[src/rtl/stack_sequencer.sv]
// Sequences Forth-style stack ops into spaced push/drop pulses for the data stack,
// tracking depth so underflow/overflow are rejected before any pulse is issued.
module stack_sequencer #(
  parameter  int WIDTH = 36,
  parameter  int DEPTH = 64,
  localparam int DW    = $clog2(DEPTH) + 1
) (
  input  logic             clk,
  input  logic             rst_n,
  input  logic             op_valid,
  input  logic [2:0]       op,
  input  logic [WIDTH-1:0] op_data,
  output logic             op_ready,
  output logic             done,
  output logic             err,
  output logic [1:0]       err_code,
  input  logic             err_clr,
  output logic [DW-1:0]    depth,
  output logic             stk_push,
  output logic             stk_drop,
  output logic [WIDTH-1:0] stk_D,
  input  logic [WIDTH-1:0] stk_top,
  input  logic [WIDTH-1:0] stk_next
);

  typedef enum logic [1:0] {IDLE, ACT, GAP} state_t;

  // action encoding: a drop, or a push whose data comes from literal / T / N
  localparam logic [1:0] A_DROP = 2'd0;
  localparam logic [1:0] A_LIT  = 2'd1;
  localparam logic [1:0] A_T    = 2'd2;
  localparam logic [1:0] A_N    = 2'd3;

  state_t               state_q, state_d;
  logic [2:0]           idx_q, idx_d, cnt_q, cnt_d;
  logic [3:0][1:0]      acts_q, acts_d;
  logic [WIDTH-1:0]     lit_q, lit_d, t_q, t_d, n_q, n_d, stkd_q, stkd_d;
  logic [DW-1:0]        depth_q, depth_d;
  logic                 err_q, err_d;
  logic [1:0]           code_q, code_d;

  logic [2:0]           dec_cnt;
  logic [3:0][1:0]      dec_acts;
  logic [DW-1:0]        need;
  logic                 grow, under, over, acc;

  function automatic logic [WIDTH-1:0] pick(input logic [1:0] a, input logic [WIDTH-1:0] l,
                                            input logic [WIDTH-1:0] t, input logic [WIDTH-1:0] n);
    case (a)
      A_T:     pick = t;
      A_N:     pick = n;
      default: pick = l;
    endcase
  endfunction

  always_comb begin
    dec_cnt  = 3'd0;
    dec_acts = '0;
    need     = '0;
    grow     = 1'b0;
    case (op)
      3'd1: begin dec_cnt = 3'd1; dec_acts[0] = A_LIT; grow = 1'b1; end
      3'd2: begin dec_cnt = 3'd1; need = DW'(1); end
      3'd3: begin dec_cnt = 3'd1; dec_acts[0] = A_T; need = DW'(1); grow = 1'b1; end
      3'd4: begin dec_cnt = 3'd4; dec_acts = {A_N, A_T, A_DROP, A_DROP}; need = DW'(2); end
      3'd5: begin dec_cnt = 3'd1; dec_acts[0] = A_N; need = DW'(2); grow = 1'b1; end
      3'd6: begin dec_cnt = 3'd3; dec_acts = {A_DROP, A_T, A_DROP, A_DROP}; need = DW'(2); end
      default: ;
    endcase
  end

  assign acc   = op_valid && (state_q == IDLE);
  assign under = depth_q < need;
  assign over  = !under && grow && (depth_q == DW'(DEPTH));

  always_comb begin
    state_d = state_q;
    idx_d   = idx_q;
    cnt_d   = cnt_q;
    acts_d  = acts_q;
    lit_d   = lit_q;
    t_d     = t_q;
    n_d     = n_q;
    stkd_d  = stkd_q;
    depth_d = depth_q;
    err_d   = err_q;
    code_d  = code_q;
    case (state_q)
      IDLE: if (acc) begin
        lit_d  = op_data;
        t_d    = stk_top;
        n_d    = stk_next;
        acts_d = dec_acts;
        idx_d  = 3'd0;
        if (under || over || dec_cnt == 3'd0) begin
          cnt_d   = 3'd0;
          state_d = GAP;
        end else begin
          cnt_d   = dec_cnt;
          state_d = ACT;
          if (dec_acts[0] != A_DROP) stkd_d = pick(dec_acts[0], op_data, stk_top, stk_next);
        end
      end
      ACT: begin
        depth_d = (acts_q[idx_q[1:0]] == A_DROP) ? depth_q - DW'(1) : depth_q + DW'(1);
        idx_d   = idx_q + 3'd1;
        state_d = GAP;
      end
      GAP: begin
        if (idx_q == cnt_q) begin
          state_d = IDLE;
        end else begin
          state_d = ACT;
          if (acts_q[idx_q[1:0]] != A_DROP) stkd_d = pick(acts_q[idx_q[1:0]], lit_q, t_q, n_q);
        end
      end
      default: state_d = IDLE;
    endcase
    // a fresh error beats a simultaneous clear; the code only latches the first error
    if (acc && (under || over)) begin
      err_d = 1'b1;
      if (!err_q || err_clr) code_d = under ? 2'b01 : 2'b10;
    end else if (err_clr) begin
      err_d  = 1'b0;
      code_d = 2'b00;
    end
  end

  always_ff @(posedge clk or negedge rst_n) begin
    if (!rst_n) begin
      state_q <= IDLE;
      idx_q   <= '0;
      cnt_q   <= '0;
      acts_q  <= '0;
      lit_q   <= '0;
      t_q     <= '0;
      n_q     <= '0;
      stkd_q  <= '0;
      depth_q <= '0;
      err_q   <= 1'b0;
      code_q  <= 2'b00;
    end else begin
      state_q <= state_d;
      idx_q   <= idx_d;
      cnt_q   <= cnt_d;
      acts_q  <= acts_d;
      lit_q   <= lit_d;
      t_q     <= t_d;
      n_q     <= n_d;
      stkd_q  <= stkd_d;
      depth_q <= depth_d;
      err_q   <= err_d;
      code_q  <= code_d;
    end
  end

  // pulses decode straight from state so an async reset drops them at once
  assign op_ready = (state_q == IDLE);
  assign done     = (state_q == GAP) && (idx_q == cnt_q);
  assign stk_push = (state_q == ACT) && (acts_q[idx_q[1:0]] != A_DROP);
  assign stk_drop = (state_q == ACT) && (acts_q[idx_q[1:0]] == A_DROP);
  assign stk_D    = stkd_q;
  assign depth    = depth_q;
  assign err      = err_q;
  assign err_code = code_q;

endmodule

[config.mk]
export PLATFORM = sky130hd
export DESIGN_NAME = stack_sequencer
export DESIGN_NICKNAME = d
export VERILOG_FILES = /design/src/rtl/stack_sequencer.sv
export SDC_FILE = /design/constraint.sdc
export NUM_CORES = 1
export LEC_CHECK = 0
export BUFFER_PORTS_ARGS = -buffer_cell sky130_fd_sc_hd__buf_4
export CAP_MARGIN = 20
export CELL_PAD_IN_SITES_DETAIL_PLACEMENT = 2
export CELL_PAD_IN_SITES_GLOBAL_PLACEMENT = 2
export CORE_MARGIN = 5
export CORE_UTILIZATION = 31
export CTS_BUF_LIST = sky130_fd_sc_hd__clkbuf_4 sky130_fd_sc_hd__clkbuf_8
export DETAILED_ROUTE_END_ITERATION = 8
export PLACE_DENSITY_LB_ADDON = 0.1
export SYNTH_ARGS = -nofsm -noshare
export SYNTH_HDL_FRONTEND = slang
export SYNTH_SLANG_ARGS = --single-unit
export TNS_END_PERCENT = 5
[constraint.sdc]
create_clock -name clk -period 2.5 [get_ports clk]
set_clock_uncertainty 0.2 [all_clocks]
set_input_delay 0.625 -clock clk [delete_from_list [all_inputs] [get_ports clk]]
set_output_delay 0.625 -clock clk [all_outputs]
set_load 0.02 [all_outputs]
After elaboration in Yosys (flattened, before gate mapping)

Cells that the tools add are included.

Register bits after elaboration: 170
Input port bits: 115
Output and inout port bits: 50

Add/sub/neg operators: 3
Magnitude comparators: 2
Equality and inequality tests: 20
Multiplexer cells: 29
Reduce and logical (&&, ||, !) cells: 28

Operator list:

| cell                                                                     | count |
|---|---|
| 36-bit case mux with 2 select lines                                      | 3 |
| 36-bit 2-to-1 mux                                                        | 5 |
| 2-bit 2-to-1 mux                                                         | 7 |
| 2-bit case mux with 3 select lines                                       | 2 |
| 6-bit case mux with 2 select lines                                       | 1 |
| 2-bit equality test (second input constant)                              | 5 |
| 2-bit nonzero test                                                       | 5 |
| 3-bit equality test (second input constant)                              | 3 |
| 3-bit case mux with 3 select lines                                       | 1 |
| 7-bit by 1-bit adder with 7-bit output (second input constant)           | 1 |
| 7-bit equality test (second input constant)                              | 1 |
| 1-bit logical AND                                                        | 7 |
| 7-bit < comparator                                                       | 1 |
| 7-bit 2-to-1 mux                                                         | 1 |
| 7-bit by 1-bit subtractor with 7-bit output (second input constant)      | 1 |
| 3-bit by 2-bit equality test with 1-bit output (second input constant)   | 2 |
| 3-bit 2-to-1 mux                                                         | 2 |
| 2-bit by 1-bit inequality test with 1-bit output (second input constant) | 3 |
| 2-bit inequality test (second input constant)                            | 3 |
| 3-bit case mux with 2 select lines                                       | 1 |
| 2-bit AND reduction                                                      | 3 |
| 6-bit AND reduction                                                      | 1 |
| 3-bit OR reduction                                                       | 2 |
| 2-bit binary-select mux with 2-bit select                                | 1 |
| other kinds (13)                                                         | 20 |

Longest topological paths before layout

Gate-level depths: netlist of the first run.

Depth after elaboration: 12
Mapped depth: 12
Mapped depth without buffers: 11

Worst setup path after synthesis of the first run

OpenSTA, ideal clock, no wires.

Kind: flip-flop to flip-flop
Start point: register idx_q[1]
End point: register depth_q[6], in the netlist depth[6]
Library setup time: 80 ps
Arrival: 2352 ps
Required time: 2220 ps
Slack: -133 ps
Cell stages (with the launch flop): 13
Period minus slack after synthesis: 2633 ps
Path through: dfrtp_1 clkbuf_1 nand2_1 o21a_1 o21ai_1 inv_1 ha_1 nor2b_1 nor3_1 o21bai_1 a21oi_1 mux2i_1 xnor2_1

Cells in the longest elaborated chain, start to end: 4

RTL lines:

| element                                   | RTL line | RTL |
|---|---|---|
| start: declaration                        | 35       | `logic [2:0] idx_q, idx_d, cnt_q, cnt_d;` |
| start signal: assignment                  | 144      | `idx_q <= idx_d;` |
| 2-bit binary-select mux with 2-bit select | 105      | `depth_d = (acts_q[idx_q[1:0]] == A_DROP) ? depth_q - DW'(1) : depth_q + DW'(1);` |
| 2-bit 2-to-1 mux (not written as such)    | 105      |  |
| 2-bit zero test                           | 105      |  |
| 7-bit 2-to-1 mux                          | 105      |  |
| end signal: assignment                    | 151      | `depth_q <= depth_d;` |
| end: declaration                          | 38       | `logic [DW-1:0] depth_q, depth_d;` |

No other way between the ends. The select of a mux whose other input is x is not followed.
A chain may end at the register's enable or synchronous reset.

Final worst setup path of the first run

Start point: register idx_q[1]
End point: output port stk_push

Cells in the longest elaborated chain, start to end: 4

RTL lines:

| element                                   | RTL line | RTL |
|---|---|---|
| 2-bit binary-select mux with 2-bit select | 160      | `assign stk_push = (state_q == ACT) && (acts_q[idx_q[1:0]] != A_DROP);` |
| 2-bit 2-to-1 mux (not written as such)    | 160      |  |
| 2-bit nonzero test                        | 160      |  |
| 1-bit logical AND                         | 160      |  |
| end: declaration                          | 19       | `output logic stk_push,` |

No other way between the ends. The select of a mux whose other input is x is not followed.

==> results.json, run 1 <==
{
  "worstSetupEndpointType": "output pin",
  "power_mw": 13.2,
  "grt_pass1_vias": 8143,
  "fin_hold_ws_ps": 148,
  "antenna_found_initial": 0,
  "stdcell_count": 1424,
  "cts_buffer_depth": 2,
  "diodes": 0,
  "die-area_sq_um": 29400,
  "syn_to_final_growth_pct": 32.4,
  "drive_gt1_share_pct": 29.5,
  "rsz0062_at_grt": "yes",
  "place_hpwl_mm": 18.9,
  "cap_violations": 0,
  "vias": 7281,
  "cts_tree": "built",
  "worstHoldPathType": "input port to flop",
  "numCtsBuffers": 17,
  "startpoint_type": "flop",
  "finalCritPeriodShare_pct": 105,
  "placed_cell_area_sq_um": 10200,
  "max_freq_ghz": 0.381,
  "ctsHtreeMaxLevel": 4,
  "final_area_sq_um": 10700,
  "layout_common_cells": "nand2_1 (311), buf_4 (204), dfrtp_1 (165)",
  "synth-main-ff-cell": "dfrtp_1",
  "ios": 165,
  "syn_avg_cell_area_sq_um": 9.03,
  "cts.clk_slew.worst_paths_ps": 120,
  "grt_overflow": 0,
  "drc_errors": 0,
  "hold_viol": 0,
  "cts.sinks": 166,
  "syn_area_sq_um": 8100,
  "grt_pass1_wl_mm": 45.0,
  "ys_types": 43,
  "start_util_pct": 31.2,
  "cp_max_fo": 5,
  "violations": "negative setup slack",
  "via_per_inst": 5.11,
  "ys_ff_latch": 166,
  "worstPathArrival_ps": 1800,
  "layout.nets": 1199,
  "synthCells": 896,
  "synth_fp_nets": 1019,
  "ys_async_sr_fraction_pct": 100,
  "die_w_um": 172,
  "fin_tns_setup_ps": -404,
  "seq_area_frac_synth_pct": 51.3,
  "rows": 59,
  "port_buffers": 164,
  "critical_path_class": "flop to output pin",
  "wl_mm": 28.3,
  "initialDrtViolationCount": 301,
  "final_common_cell": "nand2_1",
  "wl_per_cell_um": 19.9,
  "core_area_sq_um": 25900,
  "status": "complete, but fails checks",
  "die_h_um": 172,
  "max-slew-margin-rel_pct": 53.8,
  "clk_latency_ps": 460,
  "ant_nets": 0,
  "root_buffer": "clkbuf_8",
  "ys_warn_count": 0,
  "power.leakage_nw": 5.21,
  "firstDrtPassIters": 4,
  "dp_cells": 1388,
  "grt_use_total_pct": 19.4,
  "setup_violations": 5,
  "synth-edff-count": 0,
  "power_density_nw_per_um2": 1240,
  "grt_max_degree": 111,
  "min_period_ps": 2630,
  "gp_congestion": 0.722,
  "layout_setup_ws_ps": -126,
  "finalMaxSlewViolations": 0,
  "worst_pin_slew_ps": 692,
  "crit_required_ps": 1670,
  "peakVddDrop_mv": 0.511
}
timing repair:
item	4_1_cts	5_1_grt
pin swaps	8	3
endpoints found under the setup margin	7	25
setup buffers	2	2
hold endpoints to repair	132	0
resized for setup	13	15
hold buffers	1	0
registers in the layout, summed over array words and instances, names as in the netlist:
name / flops
err_code: 2
n_q: 36
cnt_q: 3
lit_q: 36
t_q: 36
state_q: 2
idx_q: 3
err: 1
depth: 7
acts_q: 4
stk_D: 36
synthesized netlist by cell type, drive strengths merged (2+ instances only):
library cell | n | area (sq um)
nand2 | 314 | 1180
dfrtp | 166 | 4150
a21oi | 43 | 226
xnor2 | 7 | 61.3
clkbuf | 59 | 221
o21ai | 87 | 435
mux2 | 36 | 518
ha | 7 | 87.6
nand2b | 3 | 18.8
o32ai | 2 | 17.5
nor3 | 4 | 20.0
nor2 | 13 | 51.3
xor2 | 2 | 17.5
nand3 | 6 | 35.0
a221oi | 72 | 631
nor3b | 2 | 15.0
o21bai | 2 | 15.0
nor2b | 3 | 18.8
inv | 45 | 169
nand3b | 3 | 22.5
o41ai | 2 | 17.5
buf | 4 | 38.8
layout make-up:
cell class / instances / area (sq um)
inverters: 45 / 169
repair buffers: 224 / 1890
clock inverters: 14 / 154
multi-input cells: 622 / 3680
flip-flops and latches: 166 / 4160
well taps: 335 / 419
clock buffers: 18 / 248
fillers: 2848 / 15200
power by group:
group	internal (mW)	switching (mW)	leakage, nW
registers	3.96	0.731	2.04
clock network	0.784	1.22	0.201
logic	2.95	3.60	2.96
total	7.69	5.55	5.21
path summary, 6_finish.rpt:
check	startpoint	slack, ps	end	cells past startpoint
setup / recovery	idx_q[1]	-130	stk_push	7
hold / removal	op_data[27]	150	lit_q[27]	3
setup reg to reg	idx_q[1]	-80	depth[6]	11
hold reg to reg	lit_q[13]	280	lit_q[13]	2
max in group asynchronous	rst_n	1240	n_q[35]	3
min in group asynchronous	rst_n	500	depth[5]	3
logic make-up after synthesis:
kind of cell	share of synthesized area (%)
adder cells (fa/ha/maj)	1.33
multiplexers	6.52
XOR/XNOR	0.974
AND/OR/NAND/NOR	17.3
buffers and inverters	5.30
flip-flops	51.3
AO/OA/AOI/OAI	17.3
routing by layer:
metal | global-route usage [%] | routed length [um] | vias up
met3 | 3.47 | 1020 | 15
met4 | 2.89 | 171 | 0
met2 | 33.5 | 14100 | 123
li1 | - | - | 3409
met5 | 0 | 0 | -
met1 | 26.0 | 13000 | 3734
through the flow:
stage,setup WS (ps),util (%)
2_1_floorplan,-79.0,-
3_3_place_gp,-123,39.2
3_5_place_dp,-166,39.2
4_1_cts,-188,41.0
5_1_grt,-230,41.4
6_report,-126,41.4
worst max-delay path, cell delays in order, from the launching register on:
cell and delay (ps):
dfrtp_2 450, o21a_1 190, o21ai_2 200, inv_2 70
buf_6 120, buf_6 110, nor2_4 90, buf_6 130
Power figures use the tool's default switching activity.
==> run 2, diff against run 1 <==
Settings changed: ABC_AREA set to 1, CORE_UTILIZATION 31 to 29.
==> results.json, run 2 <==
{
  "r2r-start": "idx_q[0]",
  "grt.met3_usage_pct": 2.97,
  "syn_to_final_growth_pct": 28.5,
  "die-area_sq_um": 33400,
  "met2_usage_pct": 35.1,
  "rows": 63,
  "final_common_cell": "nand2_1",
  "seq_area_frac_synth_pct": 48.0,
  "power_density_nw_per_um2": 1260,
  "die_h_um": 183,
  "power.leakage_nw": 5.80,
  "drc_errors": 0,
  "p_clk_share_pct": 16.4,
  "finalCritPeriodShare_pct": 102,
  "fin_hold_ws_ps": 149,
  "cp_max_fo": 4,
  "ys_warn_count": 0,
  "antenna_found_initial": 0,
  "worstHoldStart": "stk_next[29]",
  "busiest_layer": "met2",
  "syn_avg_cell_area_sq_um": 7.31,
  "layout_setup_ws_ps": -42.1,
  "synth_most_common_cell": "nand2_1",
  "firstDrtPassIters": 4,
  "gp_congestion": 0.753,
  "netlist_top_cells_count": "nand2_1 (371), dfrtp_1 (166), o21ai_0 (155)",
  "start_util_pct": 29.3,
  "synth_area_leaders": "dfrtp_1 (48%), nand2_1 (16%), o21ai_0 (9.0%)",
  "comb_power_share_pct": 49.2,
  "power.switching_mw": 6.42,
  "peakVddDrop_mv": 0.613,
  "grt_pass1_wl_mm": 53.7,
  "vias": 8561,
  "clk_latency_ps": 470,
  "worstSetupEndpointType": "output pin",
  "fin_tns_setup_ps": -74.5,
  "cts_buffer_depth": 2,
  "power_frac_seq_pct": 34.4,
  "numCtsBuffers": 17,
  "min_period_ps": 2540,
  "worstHoldPathType": "input port to flop",
  "root_buffer": "clkbuf_8",
  "stdcell_count": 1742,
  "grt_overflow": 0,
  "crit_path_top_delay_cell": "dfrtp_2",
  "grt_max_degree": 150,
  "final_area_sq_um": 11100,
  "cts.clk_slew.worst_paths_ps": 110,
  "place_hpwl_mm": 21.8,
  "syn_area_sq_um": 8650,
  "setup_violations": 3,
  "layout_common_cells": "nand2_1 (367), buf_4 (191), dfrtp_1 (164)",
  "ant_nets": 0,
  "yosysTopAreaCellShare_pct": 48.0,
  "cts_tree": "built",
  "worstPathCellList": "buf_4 > xnor2_1 > nand3_2 > nor2_4 > buf_4",
  "initialDrtViolationCount": 374,
  "rsz0062_at_grt": "yes",
  "hold_viol": 0,
  "met1_usage_pct": 27.3,
  "worstRegToRegCells": 14,
  "ys_async_sr_fraction_pct": 100,
  "status": "complete, but fails checks",
  "worst_pin_slew_ps": 639,
  "crit_start": "idx_q[0]",
  "cp_num_cells": 5,
  "diodes": 0,
  "synth-main-ff-cell": "dfrtp_1",
  "ys_types": 30,
  "die_w_um": 183,
  "drive_gt1_share_pct": 19.8,
  "pre_cts_ws_ps": -100,
  "wl_per_cell_um": 19.4,
  "min_path_cells": 3,
  "worstPathArrival_ps": 1720,
  "max_freq_ghz": 0.393,
  "max-slew-margin-rel_pct": 57.4,
  "synthCells": 1183,
  "synth_area_leader_cell": "dfrtp_1",
  "grt_use_total_pct": 20.3,
  "layout.nets": 1463,
  "critical_path_class": "flop to output pin",
  "finalMaxSlewViolations": 0,
  "violations": "negative setup slack",
  "grt_pass1_vias": 9459,
  "ios": 165,
  "synth-edff-count": 0,
  "slowest_delay_ps": 460,
  "synth_fp_nets": 1306,
  "cap_violations": 0,
  "power_mw": 14.0,
  "dp_cells": 1704,
  "timing.critical_path.buf_inv": 2,
  "startpoint_type": "flop",
  "switching_share_pct": 45.8,
  "cpMostUsedCell": "buf_4",
  "core_area_sq_um": 29600,
  "crit_family": "flip-flops",
  "ys_ff_latch": 166,
  "p_int_mw": 7.60,
  "fill_cells": 3516,
  "port_buffers": 164,
  "ctsHtreeMaxLevel": 4,
  "crit_required_ps": 1670,
  "wl_mm": 33.8,
  "final_util_pct": 37.6,
  "cts.sinks": 166,
  "placed_cell_area_sq_um": 10500,
  "via_per_inst": 4.91
}
-- run 2: cell count changes after synthesis, moves of 25 or more --
cell / change
nor2_1: +67
nand3_1: +106
o21ai_0: +69
a21oi_1: -35
inv_1: +83
nand4_1: +25
mux2_4: -30
a221oi_1: -72
nand2_1: +57
-- run 2: cell type report --
type | instances | area (sq um) | share of cell area (%)
multi-input cells | 816 | 3820 | 34.3
clock buffers | 17 | 234 | 2.10
inverters | 132 | 502 | 4.51
flip-flops and latches | 166 | 4160 | 37.4
repair buffers | 207 | 1710 | 15.4
clock inverters | 14 | 211 | 1.90
well taps | 390 | 488 | 4.39
-- run 2: cells by family after synthesis --
logic type	count (synthesis)	share of synthesized area, %
AO/OA/AOI/OAI	192	11.6
XOR/XNOR	6	0.607
adder cells (fa/ha/maj)	8	1.24
flip-flops	166	48.0
AND/OR/NAND/NOR	610	29.4
buffers and inverters	201	9.14
-- run 2: tightest hold or removal path, delay by kind of cell --
| family | cells | cell delay (ps) |
|---|---|---|
| buffers and inverters | 1 | 90 |
| AND/OR/NAND/NOR | 2 | 90 |
-- run 2: layer usage --
metal  share of wire, %  wire, um
met1                 47     15700
met3                3.1      1060
met4               0.98       330
met5                  0         0
met2                 49     16700
-- run 2: power groups by stage --
stage | sequential, mW | combinational (mW) | clock (mW)
6_report | 4.82 | 6.91 | 2.30
5_1_grt | 4.98 | 7.74 | 2.46
4_1_cts | 4.81 | 6.86 | 2.36
3_5_place_dp | 4.85 | 6.66 | 0
3_3_place_gp | 4.82 | 6.41 | 0
2_1_floorplan | 4.97 | 3.75 | 0
-- run 2: worst paths after layout --
kind                             end  slack, ps
hold reg to reg            acts_q[5]        290
setup / recovery                done        -40
max in group asynchronous    n_q[33]       1030
hold / removal               n_q[29]        150
min in group asynchronous   idx_q[2]        440
setup reg to reg            depth[6]         50
-- run 2: what timing repair did --
item	4_1_cts	5_1_grt
gates resized for setup	16	9
setup endpoints to repair	4	7
pin swaps	1	1
endpoints found under the hold margin	32	0
buffers inserted	6	0
hold buffers	1	0
